**src/rtl/seg7_scan_driver.sv**
```systemverilog
// -----------------------------------------------------------------------------
// seg7_scan_driver
//
// Time-multiplexed seven-segment display driver. Holds NUM_DIGITS hex digits,
// decodes the digit of the current slot to segments and scans the digit
// selects one slot at a time. Each slot lasts CLK_DIV cycles. The first
// DEAD_CYC cycles of every slot keep everything dark, so the shared segment
// bus can settle while the digit select changes.
//
// New data is captured into a shadow set on load_i. It is copied to the
// displayed (active) set only when the scan wraps back to digit 0, so a frame
// never shows a mix of old and new digits.
//
// Ports:
//   clk       system clock, rising edge
//   rst_n     asynchronous active-low reset
//   en_i      scan enable; when low, the display is dark and the scan position holds
//   load_i    capture digits_i / dp_i / blank_i into the shadow set
//   digits_i  nibble k is digit k; digit 0 is the rightmost digit
//   dp_i      decimal point per digit
//   blank_i   force a digit dark
//   lzs_i     leading-zero suppression enable
//   seg_o     segments a..g on bits 6..0
//   dp_o      decimal-point segment
//   an_o      digit selects: one-hot active, or all inactive
//   frame_o   one-cycle pulse on the first output cycle of slot 0
//
// All outputs are registered. They appear one cycle after the (cnt, idx,
// active) state they are computed from.
// -----------------------------------------------------------------------------
module seg7_scan_driver #(
    parameter int NUM_DIGITS     = 8,
    parameter int CLK_DIV        = 50000,
    parameter int DEAD_CYC       = 2,
    parameter bit SEG_ACTIVE_LOW = 1'b1,
    parameter bit DIG_ACTIVE_LOW = 1'b1
) (
    input  logic                    clk,
    input  logic                    rst_n,
    input  logic                    en_i,
    input  logic                    load_i,
    input  logic [4*NUM_DIGITS-1:0] digits_i,
    input  logic [NUM_DIGITS-1:0]   dp_i,
    input  logic [NUM_DIGITS-1:0]   blank_i,
    input  logic                    lzs_i,
    output logic [6:0]              seg_o,
    output logic                    dp_o,
    output logic [NUM_DIGITS-1:0]   an_o,
    output logic                    frame_o
);

    localparam int IDX_W = (NUM_DIGITS > 1) ? $clog2(NUM_DIGITS) : 1;
    localparam int CNT_W = $clog2(CLK_DIV);

    localparam logic [IDX_W-1:0] IDX_MAX = IDX_W'(NUM_DIGITS - 1);
    localparam logic [CNT_W-1:0] CNT_MAX = CNT_W'(CLK_DIV - 1);
    localparam logic [CNT_W-1:0] DEAD_V  = CNT_W'(DEAD_CYC);

    // Off levels at the pins. An active-high value XORed with these gives the
    // pin level for the configured polarity.
    localparam logic [6:0]            SEG_OFF = SEG_ACTIVE_LOW ? 7'h7f : 7'h00;
    localparam logic                  DP_OFF  = SEG_ACTIVE_LOW;
    localparam logic [NUM_DIGITS-1:0] AN_OFF  = DIG_ACTIVE_LOW ? {NUM_DIGITS{1'b1}}
                                                               : {NUM_DIGITS{1'b0}};

    // Scan position
    logic [CNT_W-1:0] cnt;
    logic [IDX_W-1:0] idx;

    // Shadow (loaded) and active (displayed) data sets
    logic [4*NUM_DIGITS-1:0] sh_digits;
    logic [NUM_DIGITS-1:0]   sh_dp;
    logic [NUM_DIGITS-1:0]   sh_blank;
    logic                    pending;

    logic [4*NUM_DIGITS-1:0] act_digits;
    logic [NUM_DIGITS-1:0]   act_dp;
    logic [NUM_DIGITS-1:0]   act_blank;

    // Selection and decode of the current slot
    logic [NUM_DIGITS-1:0] lz_mask;
    logic                  zero_above;
    logic [NUM_DIGITS-1:0] an_sel;
    logic [3:0]            cur_digit;
    logic                  cur_dp;
    logic                  cur_blank;
    logic                  cur_lz;
    logic                  cur_dark;
    logic [6:0]            cur_seg;

    logic slot_end;
    logic frame_wrap;

    // Active-high hex glyphs, a on bit 6 through g on bit 0
    function automatic logic [6:0] hex_to_seg(input logic [3:0] v);
        logic [6:0] s;
        case (v)
            4'h0:    s = 7'b1111110;
            4'h1:    s = 7'b0110000;
            4'h2:    s = 7'b1101101;
            4'h3:    s = 7'b1111001;
            4'h4:    s = 7'b0110011;
            4'h5:    s = 7'b1011011;
            4'h6:    s = 7'b1011111;
            4'h7:    s = 7'b1110000;
            4'h8:    s = 7'b1111111;
            4'h9:    s = 7'b1111011;
            4'hA:    s = 7'b1110111;
            4'hB:    s = 7'b0011111;
            4'hC:    s = 7'b1001110;
            4'hD:    s = 7'b0111101;
            4'hE:    s = 7'b1001111;
            default: s = 7'b1000111;
        endcase
        return s;
    endfunction

    // lz_mask[k] is set when digit k and every digit above it are zero.
    // Digit 0 is never included, so a value of zero still shows one "0".
    always_comb begin
        zero_above = 1'b1;
        lz_mask    = '0;
        for (int k = NUM_DIGITS - 1; k >= 0; k--) begin
            zero_above = zero_above & (act_digits[4*k +: 4] == 4'h0);
            if (k > 0) begin
                lz_mask[k] = zero_above;
            end
        end
    end

    // Select the digit for the current slot.
    always_comb begin
        an_sel    = '0;
        cur_digit = 4'h0;
        cur_dp    = 1'b0;
        cur_blank = 1'b1;
        cur_lz    = 1'b0;
        for (int k = 0; k < NUM_DIGITS; k++) begin
            if (idx == IDX_W'(k)) begin
                an_sel[k] = 1'b1;
                cur_digit = act_digits[4*k +: 4];
                cur_dp    = act_dp[k];
                cur_blank = act_blank[k];
                cur_lz    = lz_mask[k];
            end
        end
    end

    assign cur_dark   = cur_blank | (lzs_i & cur_lz);
    assign cur_seg    = cur_dark ? 7'h00 : hex_to_seg(cur_digit);
    assign slot_end   = (cnt == CNT_MAX);
    assign frame_wrap = en_i & slot_end & (idx == IDX_MAX);

    // Scan counters
    always_ff @(posedge clk or negedge rst_n) begin
        if (!rst_n) begin
            cnt <= '0;
            idx <= '0;
        end else if (!en_i) begin
            // Hold the slot and restart it from the beginning, including a
            // full dead time, when scanning resumes.
            cnt <= '0;
        end else if (slot_end) begin
            cnt <= '0;
            idx <= (idx == IDX_MAX) ? '0 : idx + IDX_W'(1);
        end else begin
            cnt <= cnt + CNT_W'(1);
        end
    end

    // Shadow and active data sets. A load in the wrap cycle goes straight to
    // the active set, so it is shown in the frame that is starting.
    always_ff @(posedge clk or negedge rst_n) begin
        if (!rst_n) begin
            sh_digits  <= '0;
            sh_dp      <= '0;
            sh_blank   <= '1;
            pending    <= 1'b0;
            act_digits <= '0;
            act_dp     <= '0;
            act_blank  <= '1;
        end else begin
            if (load_i) begin
                sh_digits <= digits_i;
                sh_dp     <= dp_i;
                sh_blank  <= blank_i;
                pending   <= 1'b1;
            end
            if (frame_wrap) begin
                if (load_i) begin
                    act_digits <= digits_i;
                    act_dp     <= dp_i;
                    act_blank  <= blank_i;
                    pending    <= 1'b0;
                end else if (pending) begin
                    act_digits <= sh_digits;
                    act_dp     <= sh_dp;
                    act_blank  <= sh_blank;
                    pending    <= 1'b0;
                end
            end
        end
    end

    // Registered pin drivers
    always_ff @(posedge clk or negedge rst_n) begin
        if (!rst_n) begin
            seg_o   <= SEG_OFF;
            dp_o    <= DP_OFF;
            an_o    <= AN_OFF;
            frame_o <= 1'b0;
        end else if (!en_i) begin
            seg_o   <= SEG_OFF;
            dp_o    <= DP_OFF;
            an_o    <= AN_OFF;
            frame_o <= 1'b0;
        end else begin
            frame_o <= (cnt == '0) && (idx == '0);
            if (cnt >= DEAD_V) begin
                an_o  <= an_sel ^ AN_OFF;
                seg_o <= cur_seg ^ SEG_OFF;
                dp_o  <= (cur_dp & ~cur_dark) ^ DP_OFF;
            end else begin
                an_o  <= AN_OFF;
                seg_o <= SEG_OFF;
                dp_o  <= DP_OFF;
            end
        end
    end

endmodule
```
**config.mk**
```make
export PLATFORM = sky130hd
export DESIGN_NAME = seg7_scan_driver
export DESIGN_NICKNAME = d
export VERILOG_FILES = /design/src/rtl/seg7_scan_driver.sv
export SDC_FILE = /design/constraint.sdc
export NUM_CORES = 1
export LEC_CHECK = 0
export BUFFER_PORTS_ARGS = -buffer_cell sky130_fd_sc_hd__buf_2
export CORE_AREA = 2 2 147 91
export DETAILED_ROUTE_END_ITERATION = 10
export DIE_AREA = 0 0 149 93
export PLACE_DENSITY = 0.77
export SETUP_SLACK_MARGIN = 0.15
export SLEW_MARGIN = 20
export SYNTH_ARGS = -nofsm -noshare
export SYNTH_HDL_FRONTEND = slang
export SYNTH_SLANG_ARGS = --single-unit
export TNS_END_PERCENT = 10
```
**constraint.sdc**
```tcl
create_clock -name clk -period 6.1 [get_ports clk]
set_clock_uncertainty 0.05 [all_clocks]
set_input_delay 0.305 -clock clk [delete_from_list [all_inputs] [get_ports clk]]
set_output_delay 0.305 -clock clk [all_outputs]
set_load 0.03 [all_outputs]
```
==> results.env <==
UNREPAIRED_SETUP_ENDPOINTS_AFTER_GLOBAL_ROUTING='false'
INSERTION_DELAY_NS=0.41
MAX_SLEW.WORST_PIN.SLEW_NS=1.014
MIN_DELAY_WORST_ENDPOINT='sh_digits[12]$_DFFE_PN0P_'
GRT_UTIL_ALL_LAYERS=0.2073
DETAILEDROUTE.FIRSTITERATIONVIOLATIONS=389
ROW_COUNT=32
TIMING.CRITICAL_PATH.SLOWEST_CELL_DELAY_NS=0.79
WORSTREGTOREGCELLS=11
SYNTH_CELLS=489
FINAL.PERIOD_UTILIZATION=0.6374
DIE_X_UM=149
INITIAL_UTILIZATION=0.4889
GRT_OVERFLOW_TOTAL=0
MAXSLEWHEADROOM=0.3198
SYNTHTOPCELLSBYCOUNT='101 x sky130_fd_sc_hd__dfrtp_1, 76 x sky130_fd_sc_hd__mux2_2, 33 x sky130_fd_sc_hd__nand2_1'
WORST_SETUP_PATH_END_KIND='flip-flop'
WIRE_LENGTH_OF_THE_FIRST_GLOBAL_ROUTING_PASS_UM=21880
SWITCHING_PORTION_OF_TOTAL_POWER=0.2382
SYNTH_SEQ_AREA_SHARE=0.5480
HOLD_PATH.CLASS='input pin to flip-flop'
SYNTHARSTFLOPSHARE=1.000
GRT_ANTENNA_BEFORE_REPAIR=0
CRITICAL_PATH.STARTPOINT_TYPE='flip-flop'
NETLIST-CELL-TYPE-COUNT=61
RR_STARTPOINT='idx[2]$_DFFE_PN0P_'
CRITPATHBUFINV=3
SYN_AREA_PER_CELL_SQ_UM=12.57
STATUS='complete, no violations'
IOS=70
H-TREE-DEPTH=4
WORST_PATH_MAX_DELAY_CELL='sky130_fd_sc_hd__dfrtp_1'
CELL_INTERNAL_PWR_W=0.001665
ROUTE.ANTENNA.REMAINING_NETS=0
DIE_AREA_SQ_MM=0.01386
GRT_MAX_DEGREE=80
PORT_BUFFERS=69
WL_PER_CELL_UM=17.86
SYNTH-WARNING-COUNT=0
FIRST_GLOBAL_VIAS=4142
DIE_H_UM=93
SYNTH_TOP_CELL_BY_AREA='sky130_fd_sc_hd__dfrtp_1'
CRITICAL_PATH.STARTPOINT='idx[2]$_DFFE_PN0P_'
SWITCHINGPOWER_W=0.0005207
COMB_POWER_SHARE=0.094
ANTENNA_DIODE_INSTANCE_COUNT=0
DP_HPWL_UM=9193
POWER_TOTAL_W=0.002186
WORST_EP_REQUIRED_TIME_NS=6.33
DRT_PASS1_ITERATIONS=4
FINALMAXSLEWVIOLATIONS=0
LAYOUT.NETS=629
SETUP_VIOL=0
AREA_CONTRIBUTORS_POST_SYNTH='sky130_fd_sc_hd__dfrtp_1 41%, sky130_fd_sc_hd__mux2_2 14%, sky130_fd_sc_hd__dfstp_2 14%'
MAX_CAP_VIOLATIONS=0
TIMING.FINAL.HOLD_VIOLATIONS=0
WORST_IR_DROP_VDD_mV=0.1756
GP_ROUTABILITY_CONGESTION=0.9377
SYNTH-SEQ-CELLS=133
DRT-TOTAL-WL_UM=13290
ROUTE.DETAILED.VIAS_PER_INST=5.522
FINAL_LAYOUT_SIZE_SUFFIX_GT1_FRAC=0.4077
SYNTH_TOP_CELL_AREA_SHARE=0.4112
AREA_GROWTH_SYN_TO_LAYOUT_PCT=17.55
ROUTE.DETAILED.DRC=0
NETLIST_AREA_SQ_MM=0.006146
POWER_LEAKAGE_nW=3.184
WORST_HOLD_SLACK_NS=0.09430
P_SEQ_FRAC=0.440
MAXIMUM_CLOCK_RATE_MHz=257.2
NET_COUNT_AFTER_SYNTHESIS=557
CTSROOTBUFFERMASTER='sky130_fd_sc_hd__clkbuf_16'
CTS.PATH.MAX_BUFFERS=2
POWER.DENSITY_mW_PER_MM2=302.6
SETUP-TNS-FINAL_NS=0
CORE_REGION_AREA_SQ_MM=0.01257
YOSYS_MOST_USED_DFF='sky130_fd_sc_hd__dfrtp_1'
CRIT_FANOUT=24
CRITICAL_PATH_ARRIVAL_NS=4.12
SYNTH_ENABLE_FLOP_CELLS=0
CTS_NUM_SINKS=133
PATH_CLASS='flip-flop to flip-flop'
HP-START='digits_i[12]'
SETUP.REG_TO_REG.WORST_SLACK_NS=2.21
NUM_VIAS=4108
REGTOREGENDPOINT='seg_o[2]$_DFF_PN1_'
CRITPATHTOPFAMILY='compound AO/OA/AOI/OAI gates'
POWER.SHARE.CLOCK=0.466
TIMING.CRITICAL_PATH.CELLS='clkinv_1, ha_1, a221oi_1, o221ai_1, o21ai_0, inv_1, ha_1, inv_1, a21oi_1, a21oi_1, o221ai_1'
HOLD-PATH-CELL-COUNT=2
TRITONCTS='done'
SYNTHMOSTINSTANTIATEDCELL='sky130_fd_sc_hd__dfrtp_1'
POST_CTS_RESIZED=0
CTS.REPORTEDPATHS.CLKPINSLEW_NS=0.06
FINALCRITICALPERIOD_NS=3.888
CTS_INSERTED_BUFFERS=17
-- cell type report --
type | instances | area (sq um)
clock inverters | 13 | 158.9
clock buffers | 19 | 432.9
repair buffers | 74 | 407.9
inverters | 21 | 78.83
well taps | 170 | 212.7
flip-flops and latches | 133 | 3368
fillers | 1020 | 5348
multi-input cells | 314 | 2565
-- registers in the layout, indices dropped and copies added (netlist names) --
signal,count
act_blank,8
act_digits,32
act_dp,8
an_o,8
cnt,16
dp_o,1
frame_o,1
idx,3
pending,1
seg_o,7
sh_blank,8
sh_digits,32
sh_dp,8
-- per-layer routing --
layer	global-route usage	share of wire	routed length [um]	vias to the layer above
met5	0	0	0	-
met4	0.05794	0.0087	116	0
met3	0.06634	0.061	807	12
met2	0.2926	0.43	5703	135
met1	0.3067	0.50	6659	2057
li1	-	-	-	1904
-- through the flow --
| step | cell area (sq um) | utilization | setup slack, ns | cells |
|---|---|---|---|---|
| global route | 7224 | 0.5746 | 1.933 | 744 |
| floorplan | 6146 | - | 3.379 | 489 |
| global placement | 6595 | 0.5246 | 2.599 | 710 |
| finish | 7224 | 0.5746 | 2.212 | 744 |
| CTS | 7197 | 0.5725 | 2.300 | 743 |
| detailed placement | 6595 | 0.5246 | 2.324 | 710 |
-- cells in the final DEF, fill, tap and decap left out, types with 8 or more instances in the layout --
master,netlist,final
sky130_fd_sc_hd__a21oi_1,15,15
sky130_fd_sc_hd__buf_2,6,68
sky130_fd_sc_hd__clkbuf_16,0,17
sky130_fd_sc_hd__dfrtp_1,101,101
sky130_fd_sc_hd__dfstp_2,32,32
sky130_fd_sc_hd__ha_1,15,15
sky130_fd_sc_hd__inv_1,20,20
sky130_fd_sc_hd__mux2_2,76,76
sky130_fd_sc_hd__mux2_4,18,18
sky130_fd_sc_hd__nand2_1,33,33
sky130_fd_sc_hd__nand3_1,13,13
sky130_fd_sc_hd__nor2_1,30,30
sky130_fd_sc_hd__nor4_1,8,8
sky130_fd_sc_hd__o21ai_0,12,12
sky130_fd_sc_hd__xor2_1,8,8
-- how the worst max path moves through the flow --
stage / end / cells after the start / slack, ns
after floorplan: seg_o[2]$_DFF_PN1_ / 13 / 3.38
after global placement: seg_o[3]$_DFF_PN1_ / 10 / 2.60
after detailed placement: seg_o[2]$_DFF_PN1_ / 11 / 2.32
after CTS: seg_o[2]$_DFF_PN1_ / 11 / 2.30
after global routing: seg_o[2]$_DFF_PN1_ / 11 / 1.93
final: seg_o[2]$_DFF_PN1_ / 11 / 2.21
-- logic make-up after synthesis --
| group | after synthesis | synth area share |
|---|---|---|
| buf+inv | 42 | 0.03461 |
| mux | 98 | 0.1901 |
| xor+xnor | 14 | 0.01995 |
| simple gates | 116 | 0.09507 |
| flops | 133 | 0.5480 |
| fa+ha+maj | 15 | 0.03054 |
| compound gates | 71 | 0.08164 |
-- repair_timing --
| action | in CTS | in global routing |
|---|---|---|
| endpoints found under the hold margin | 39 | 0 |
| hold buffers | 1 | 0 |
| buffers inserted | 0 | 0 |
-- power groups by stage --
stage	Clock, W	Combinational, W	Sequential (W)
after floorplan	0	0.000121	0.000977
after detailed placement	0	0.000201	0.000976
after global placement	0	0.000194	0.000973
after global routing	0.00108	0.000227	0.000967
final	0.00102	0.000205	0.000961
after CTS	0.00104	0.000204	0.000961
No activity file was read; power rests on OpenSTA's default activity.
